### src/rtl/sdram_pkg.sv
// Shared definitions for the cache-line SDRAM sequencer.
//   - Command codes for the Gowin SDRAM_Controller_HS_Top user interface
//   - SDRAM geometry (bank/row/column widths) and line size
//   - state_e: sequencer FSM states
package sdram_pkg;

  localparam logic [2:0] CMD_ACTIVE = 3'b011;
  localparam logic [2:0] CMD_WRITE  = 3'b100;
  localparam logic [2:0] CMD_READ   = 3'b101;

  localparam int unsigned SDRAM_BANKS_WIDTH = 2;
  localparam int unsigned SDRAM_ROWS_WIDTH  = 11;
  localparam int unsigned SDRAM_COLS_WIDTH  = 8;
  localparam int unsigned SDRC_ADDR_WIDTH   =
      SDRAM_BANKS_WIDTH + SDRAM_ROWS_WIDTH + SDRAM_COLS_WIDTH;

  localparam int unsigned LINE_WORDS = 8;
  localparam int unsigned WORD_BITS  = 32;
  localparam int unsigned LINE_BITS  = LINE_WORDS * WORD_BITS;

  typedef enum logic [3:0] {
    StInit,
    StIdle,
    StAct,
    StActWait,
    StWrBurst,
    StWrRecover,
    StRdCmd,
    StRdWait,
    StRdCapture
  } state_e;

endpackage

### src/rtl/sdram_line_sequencer.sv
// Cache-side master for the Gowin SDRAM_Controller_HS_Top user interface.
// Turns one 8-word cache-line request into ACTIVE + WRITE/READ burst commands with
// auto-precharge, spacing them by the controller's timing gaps.
//
// Ports:
//   clk, rst               clock (also the controller clock), async active-high reset
//   req_valid/req_ready    request handshake; req_write selects write (1) or read (0)
//   req_addr               byte address, low 5 bits ignored (line aligned)
//   req_wdata              write line, word i = req_wdata[32*i +: 32]
//   resp_valid             1-cycle pulse when a read completes or a write retires
//   resp_rdata             last read line, held until the next read completes
//   error                  sticky: an expected sdrc_cmd_ack was low
//   sdrc_*                 controller user interface (commands, address, data, ack)
module sdram_line_sequencer
  import sdram_pkg::*;
#(
  parameter int unsigned ADDR_WIDTH  = 23,
  parameter int unsigned ACT_TO_CMD  = 4,
  parameter int unsigned RD_LATENCY  = 5,
  parameter int unsigned WR_RECOVERY = 4,
  parameter int unsigned ACK_DELAY   = 2
) (
  input  logic                       clk,
  input  logic                       rst,

  input  logic                       req_valid,
  output logic                       req_ready,
  input  logic                       req_write,
  input  logic [ADDR_WIDTH-1:0]      req_addr,
  input  logic [LINE_BITS-1:0]       req_wdata,
  output logic                       resp_valid,
  output logic [LINE_BITS-1:0]       resp_rdata,
  output logic                       error,

  input  logic                       sdrc_init_done,
  output logic                       sdrc_cmd_en,
  output logic [2:0]                 sdrc_cmd,
  output logic                       sdrc_precharge_ctrl,
  output logic                       sdrc_power_down,
  output logic                       sdrc_selfrefresh,
  output logic [SDRC_ADDR_WIDTH-1:0] sdrc_addr,
  output logic [3:0]                 sdrc_dqm,
  output logic [WORD_BITS-1:0]       sdrc_data,
  output logic [7:0]                 sdrc_data_len,
  input  logic [WORD_BITS-1:0]       sdrc_data_out,
  input  logic                       sdrc_cmd_ack
);

  localparam int unsigned MAX_T1 = (ACT_TO_CMD > RD_LATENCY) ? ACT_TO_CMD : RD_LATENCY;
  localparam int unsigned MAX_T  = (MAX_T1 > WR_RECOVERY) ? MAX_T1 : WR_RECOVERY;
  localparam int unsigned CNT_W  = $clog2(MAX_T + 1);

  // The ACT_WAIT counter starts at ACT_TO_CMD-1 on the edge ending ACT, so the edge
  // lying ACK_DELAY cycles after the ACT edge is the one where it equals this value.
  localparam logic [CNT_W-1:0] ACK_CHECK_CNT = CNT_W'(ACT_TO_CMD - ACK_DELAY);
  localparam logic [CNT_W-1:0] CNT_ONE       = CNT_W'(1);

  if (ACT_TO_CMD < 1 || RD_LATENCY < 1 || WR_RECOVERY < 1 || ACK_DELAY < 1 ||
      ACK_DELAY >= ACT_TO_CMD) begin : g_bad_timing
    $error("sdram_line_sequencer: timing parameters must be >= 1 and ACK_DELAY < ACT_TO_CMD");
  end
  if (ADDR_WIDTH != SDRC_ADDR_WIDTH + 2) begin : g_bad_addr
    $error("sdram_line_sequencer: ADDR_WIDTH must equal controller word address width + 2");
  end

  state_e                     state;
  logic [CNT_W-1:0]           cnt;
  logic [2:0]                 widx;
  logic                       write_q;
  logic [SDRC_ADDR_WIDTH-1:0] line_q;
  // Holds the write line (drained from the bottom) or collects the read line (filled
  // from the top), so a single register serves both directions.
  logic [LINE_BITS-1:0]       line_sr;

  logic [SDRC_ADDR_WIDTH-1:0] row_addr;
  logic [LINE_BITS-1:0]       line_shift_in;
  logic                       unused_addr_bits;

  assign sdrc_precharge_ctrl = 1'b1;
  assign sdrc_power_down     = 1'b0;
  assign sdrc_selfrefresh    = 1'b0;
  assign sdrc_dqm            = 4'b0000;
  assign sdrc_data_len       = 8'(LINE_WORDS - 1);

  assign row_addr      = {line_q[SDRC_ADDR_WIDTH-1:SDRAM_COLS_WIDTH], {SDRAM_COLS_WIDTH{1'b0}}};
  assign line_shift_in = {sdrc_data_out, line_sr[LINE_BITS-1:WORD_BITS]};

  assign unused_addr_bits = ^req_addr[4:0];

  always_ff @(posedge clk or posedge rst) begin
    if (rst) begin
      state       <= StInit;
      cnt         <= '0;
      widx        <= '0;
      write_q     <= 1'b0;
      line_q      <= '0;
      line_sr     <= '0;
      req_ready   <= 1'b0;
      resp_valid  <= 1'b0;
      resp_rdata  <= '0;
      error       <= 1'b0;
      sdrc_cmd_en <= 1'b0;
      sdrc_cmd    <= 3'b000;
      sdrc_addr   <= '0;
      sdrc_data   <= '0;
    end else begin
      // Strobes are single-cycle unless a state below re-asserts them.
      resp_valid  <= 1'b0;
      sdrc_cmd_en <= 1'b0;
      sdrc_cmd    <= 3'b000;

      unique case (state)
        StInit: begin
          if (sdrc_init_done) begin
            state     <= StIdle;
            req_ready <= 1'b1;
          end
        end

        StIdle: begin
          if (req_valid) begin
            line_q      <= {req_addr[ADDR_WIDTH-1:5], 3'b000};
            write_q     <= req_write;
            line_sr     <= req_wdata;
            req_ready   <= 1'b0;
            state       <= StAct;
            sdrc_cmd_en <= 1'b1;
            sdrc_cmd    <= CMD_ACTIVE;
            sdrc_addr   <= {req_addr[ADDR_WIDTH-1:SDRAM_COLS_WIDTH+2], {SDRAM_COLS_WIDTH{1'b0}}};
          end
        end

        StAct: begin
          state <= StActWait;
          cnt   <= CNT_W'(ACT_TO_CMD - 1);
        end

        StActWait: begin
          if (cnt == ACK_CHECK_CNT && !sdrc_cmd_ack) begin
            error <= 1'b1;
          end
          if (cnt == CNT_ONE) begin
            sdrc_cmd_en <= 1'b1;
            sdrc_addr   <= line_q;
            if (write_q) begin
              state     <= StWrBurst;
              sdrc_cmd  <= CMD_WRITE;
              sdrc_data <= line_sr[WORD_BITS-1:0];
              line_sr   <= {{WORD_BITS{1'b0}}, line_sr[LINE_BITS-1:WORD_BITS]};
              widx      <= '0;
            end else begin
              state    <= StRdCmd;
              sdrc_cmd <= CMD_READ;
            end
          end else begin
            cnt <= cnt - CNT_ONE;
          end
        end

        StWrBurst: begin
          if (widx == 3'd7) begin
            state     <= StWrRecover;
            cnt       <= CNT_W'(WR_RECOVERY);
            sdrc_data <= '0;
          end else begin
            widx      <= widx + 3'd1;
            sdrc_data <= line_sr[WORD_BITS-1:0];
            line_sr   <= {{WORD_BITS{1'b0}}, line_sr[LINE_BITS-1:WORD_BITS]};
          end
        end

        StWrRecover: begin
          if (cnt == CNT_ONE) begin
            if (!sdrc_cmd_ack) begin
              error <= 1'b1;
            end
            resp_valid <= 1'b1;
            req_ready  <= 1'b1;
            state      <= StIdle;
          end else begin
            cnt <= cnt - CNT_ONE;
          end
        end

        StRdCmd: begin
          widx <= '0;
          if (RD_LATENCY == 1) begin
            state <= StRdCapture;
          end else begin
            state <= StRdWait;
            cnt   <= CNT_W'(RD_LATENCY - 1);
          end
        end

        StRdWait: begin
          if (cnt == CNT_ONE) begin
            state <= StRdCapture;
            widx  <= '0;
          end else begin
            cnt <= cnt - CNT_ONE;
          end
        end

        StRdCapture: begin
          line_sr <= line_shift_in;
          widx    <= widx + 3'd1;
          if (widx == 3'd7) begin
            // Publish the whole line at once so resp_rdata never shows a partial line.
            resp_rdata <= line_shift_in;
            resp_valid <= 1'b1;
            req_ready  <= 1'b1;
            state      <= StIdle;
          end
        end

        default: begin
          state     <= StInit;
          req_ready <= 1'b0;
        end
      endcase
    end
  end

endmodule

### config.mk
export PLATFORM = sky130hd
export DESIGN_NAME = sdram_line_sequencer
export DESIGN_NICKNAME = d
export VERILOG_FILES = /design/src/rtl/sdram_pkg.sv /design/src/rtl/sdram_line_sequencer.sv
export SDC_FILE = /design/constraint.sdc
export NUM_CORES = 1
export LEC_CHECK = 0
export BUFFER_PORTS_ARGS = -buffer_cell sky130_fd_sc_hd__buf_2
export CAP_MARGIN = 20
export CORE_AREA = 5 5 252 254
export CTS_CLUSTER_DIAMETER = 200
export DETAILED_ROUTE_END_ITERATION = 8
export DIE_AREA = 0 0 257 259
export HOLD_SLACK_MARGIN = 0.02
export PLACE_DENSITY = 0.68
export SYNTH_ARGS = -nofsm -noshare
export SYNTH_HDL_FRONTEND = slang
export SYNTH_SLANG_ARGS = --single-unit
### constraint.sdc
create_clock -name clk -period 22.2 [get_ports clk]
set_clock_uncertainty 0.15 [all_clocks]
set_input_delay 0 -clock clk [delete_from_list [all_inputs] [get_ports clk]]
set_output_delay 0 -clock clk [all_outputs]
set_load 0.02 [all_outputs]
==> results by group <==
Run status
  • Status: finished clean

Timing
  • Setup-failing EPs final: 0
  • Final period util: between 20% and 30%
  • Slew Limit Fails: 0
  • Final hold violations: 0
  • TNS Setup: 0 ns
  • RSZ-0062 raised after global routing: no
  • Max Freq: 209 MHz
  • Slew @ Worst Pin: between 1 and 1.5 ns
  • Crit path time final: roughly 4.8 ns
  • Final setup margin: 17.42 ns
  • Rel. slew slack: between 20% and 30%

Synthesis
  • Syn Std Cell Area: 26,700 µm²
  • Post-synth ARST share: 100%
  • Cells after synthesis: around 1,800
  • Synth area leader: dfrtp_1
  • Area contributors post-synth: dfrtp_1 56%, mux2_1 17%, mux2_4 8.9%
  • Share of the synthesized area in the top cell type: 56.0%
  • Post-synthesis sequential area ratio: around 56%
  • Post-synthesis area per instance: roughly 15 µm²
  • Top FF cell, synth: dfrtp_1
  • Post-synth EDFFs: 0
  • Yosys warnings: 0
  • Synth Register Bits: about 600
  • Post-synth cell types: 56

Global routing
  • Largest net degree at the start of global routing: roughly 130
  • Overall overflow remaining after global route: 0
  • Initial antenna violation count: 9
  • Global-route wire length before repair: between 100,000 and 150,000 µm
  • Number of global-route vias before repair: 20,200
  • Overall Global Routing Usage: a little under a quarter

Clock tree
  • Worst-path clk slew: approximately 0.06 ns
  • CTS Sinks: 598
  • Hold-fix buffers at CTS: between 300 and 400
  • Post-CTS Setup Bufs: 0
  • Clock Tree Buf Depth: 3
  • Skew-Pair Late Insertion Delay: ~0.6 ns
  • TritonCTS clock tree: built
  • CTS buffer count: 66
  • H-tree depth: 3
  • CTS root buffer: clkbuf_16
  • Post-CTS Resized: 0

Floorplanning
  • Die Height: ~260 µm
  • Core ar.: 61,000 µm²
  • Initial core utilization: around 44%
  • Die footprint: roughly 67,000 µm²
  • Number of I/O pins: roughly 650
  • # rows: between 90 and 100
  • Die W: between 200 and 300 µm

Detailed routing
  • Residual DRC: 0
  • Routed Antenna Nets: 0
  • DR vias/cell: approximately 5.2
  • Initial DRT Pass Iterations: 5
  • Number of DRC markers in iteration 0: around 1,100
  • DRT Wirelength: ~80,000 µm
  • Vias: between 15,000 and 20,000
  • Routed WL per cell: between 20 and 25 µm

Power
  • NetSw: between 1.5 and 2 mW
  • Sequential power share: 37.2%
  • Max VDD drop: approximately 100 µV
  • Leak: approximately 18 nW
  • Gate power share: about two fifths
  • Pint: roughly 3.1 mW
  • PnR Total Power: around 4.6 mW
  • Power per cell area: between 100 and 150 nW/µm²
  • Switch share: 33.6%
  • Clock group share of total power: 23.6%

Worst setup path
  • Reg-to-reg slack, setup: about 17 ns
  • Req. time, crit path: 22.54 ns
  • Worst Setup Start Kind: flop
  • Worst R2R End: line_sr[44]
  • Crit-path max FO: 81
  • Crit. End Element: flop
  • Critical path class: flop to flop
  • RR Startpoint: state[3]
  • Worst EP arrival: 5.12 ns
  • Worst Reg-to-Reg Cells: 7

Final layout
  • Area Overhead vs Synth: 34.8%
  • Post-layout net count: roughly 3,000
  • Fillers: roughly 4,600
  • Layout Utilization: ~59%
  • Layout cells sized above 1: 40.3%

Job
  • Max Cap Viol: 0

Placement
  • Place WS: approximately 17 ns
  • Port buffer count: between 600 and 700
  • Detail Placement HPWL: between 50,000 and 60,000 µm
  • RePlAce Congestion: slightly below 0.9

Worst hold path
  • Worst hold path type: primary input to async pin
worst max-delay path, stage by stage, from the launching register on:
cell and delay (ns):
dfrtp_2 0.34, buf_4 0.59, xor2_2 0.32, a22o_1 0.18, and4_4 0.88, buf_4 0.90
buf_4 0.77, mux2_2 0.41
power by group through the flow:
| stage | clock (mW) | sequential [mW] | combinational [mW] |
|---|---|---|---|
| 4_1_cts | 1.11 | 1.72 | 1.82 |
| 3_3_place_gp | 0 | 1.71 | 1.71 |
| 2_1_floorplan | 0 | 1.64 | 1.45 |
| 6_report | 1.09 | 1.72 | 1.81 |
| 3_5_place_dp | 0 | 1.73 | 1.75 |
| 5_1_grt | 1.16 | 1.76 | 1.93 |
metrics by stage:
step	std cells	hold WS, ns	area, µm²
after floorplan	1786	-0.0518	26800
after global placement	3086	0.0398	30200
after detailed placement	3086	0.0400	30200
after CTS	3561	0.0208	36000
after global routing	3565	0.0445	36000
final	3568	0.0402	36000
logic make-up (layout without fill, tap and decap cells):
kind of cell / after synthesis / after routing / synth area share (%)
and+or+nand+nor: 93 / 93 / 1.72
adders and majority gates: 5 / 5 / 0.234
muxes: 774 / 774 / 34.8
other: 2 / 25 / 0.0281
AOI/OAI and AO/OA: 146 / 146 / 3.77
buffers and inverters: 151 / 1136 / 3.34
xor gates and xnor gates: 1 / 1 / 0.0609
DFF: 598 / 598 / 56.0
per-layer routing:
layer	track usage (%)	wire length, µm	share of wire [%]
met5	0	0	0
met1	29.4	32600	40
met4	10.4	3810	4.7
met2	40.2	40200	49
met3	6.05	5090	6.2
sequential cells by signal, indices dropped and copies added (netlist names), 3 cells and up:
register    cells
sdrc_data      32
state           4
line_q         18
widx            3
sdrc_cmd        3
line_sr       256
sdrc_addr      18
cnt             3
resp_rdata    256
final cells by class:
class	count	area, µm²	share of cell area [%]
antenna	7	17.5	0.0487
clock buffer	97	1940	5.40
clock inverter	21	208	0.577
inverter	12	52.6	0.146
multi-input combinational	1037	10900	30.4
sequential	598	15000	41.6
tap	790	988	2.75
timing repair buffer	1006	6880	19.1
placed cells by master (no fill, tap or decap), types with 15 or more instances in the layout:
| cell type | netlist | layout |
|---|---|---|
| a22o_1 | 33 | 33 |
| buf_2 | 50 | 624 |
| buf_4 | 24 | 25 |
| clkbuf_1 | 35 | 17 |
| clkbuf_16 | 0 | 69 |
| conb_1 | 2 | 18 |
| dfrtp_1 | 598 | 597 |
| dlygate4sd3_1 | 0 | 357 |
| mux2_1 | 405 | 405 |
| mux2_2 | 196 | 196 |
| mux2_4 | 158 | 158 |
| mux2i_1 | 15 | 15 |
| nand2_1 | 63 | 62 |
| o21ai_0 | 55 | 55 |
| o31ai_1 | 33 | 33 |
worst max path at each step:
stage	start	endpoint	slack (ns)	cells past startpoint
6_report	state[3]	line_sr[44]	17.42	7
5_1_grt	state[3]	line_sr[140]	17.15	7
4_1_cts	state[3]	line_sr[55]	17.40	7
3_5_place_dp	state[3]	line_sr[84]	17.40	7
3_3_place_gp	state[3]	line_sr[121]	17.44	7
2_1_floorplan	rst	cnt[0]	5.31	1
synthesized netlist by cell type, types with 2 or more instances:
master / n
o211ai_1: 2
buf_4: 24
o32a_1: 2
nor3_1: 2
a21oi_1: 4
and3_1: 2
buf_1: 7
o31ai_1: 33
nand2_1: 63
a22o_1: 33
mux2_4: 158
mux2_1: 405
ha_1: 5
inv_2: 2
clkbuf_1: 35
inv_1: 10
conb_1: 2
dfrtp_1: 598
buf_2: 50
nand2b_1: 4
a22oi_1: 2
mux2_2: 196
buf_6: 23
a211oi_1: 2
nand3_1: 4
o21ai_0: 55
nor2_1: 3
or3_1: 2
mux2i_1: 15
No activity file was read; power rests on OpenSTA's default activity.
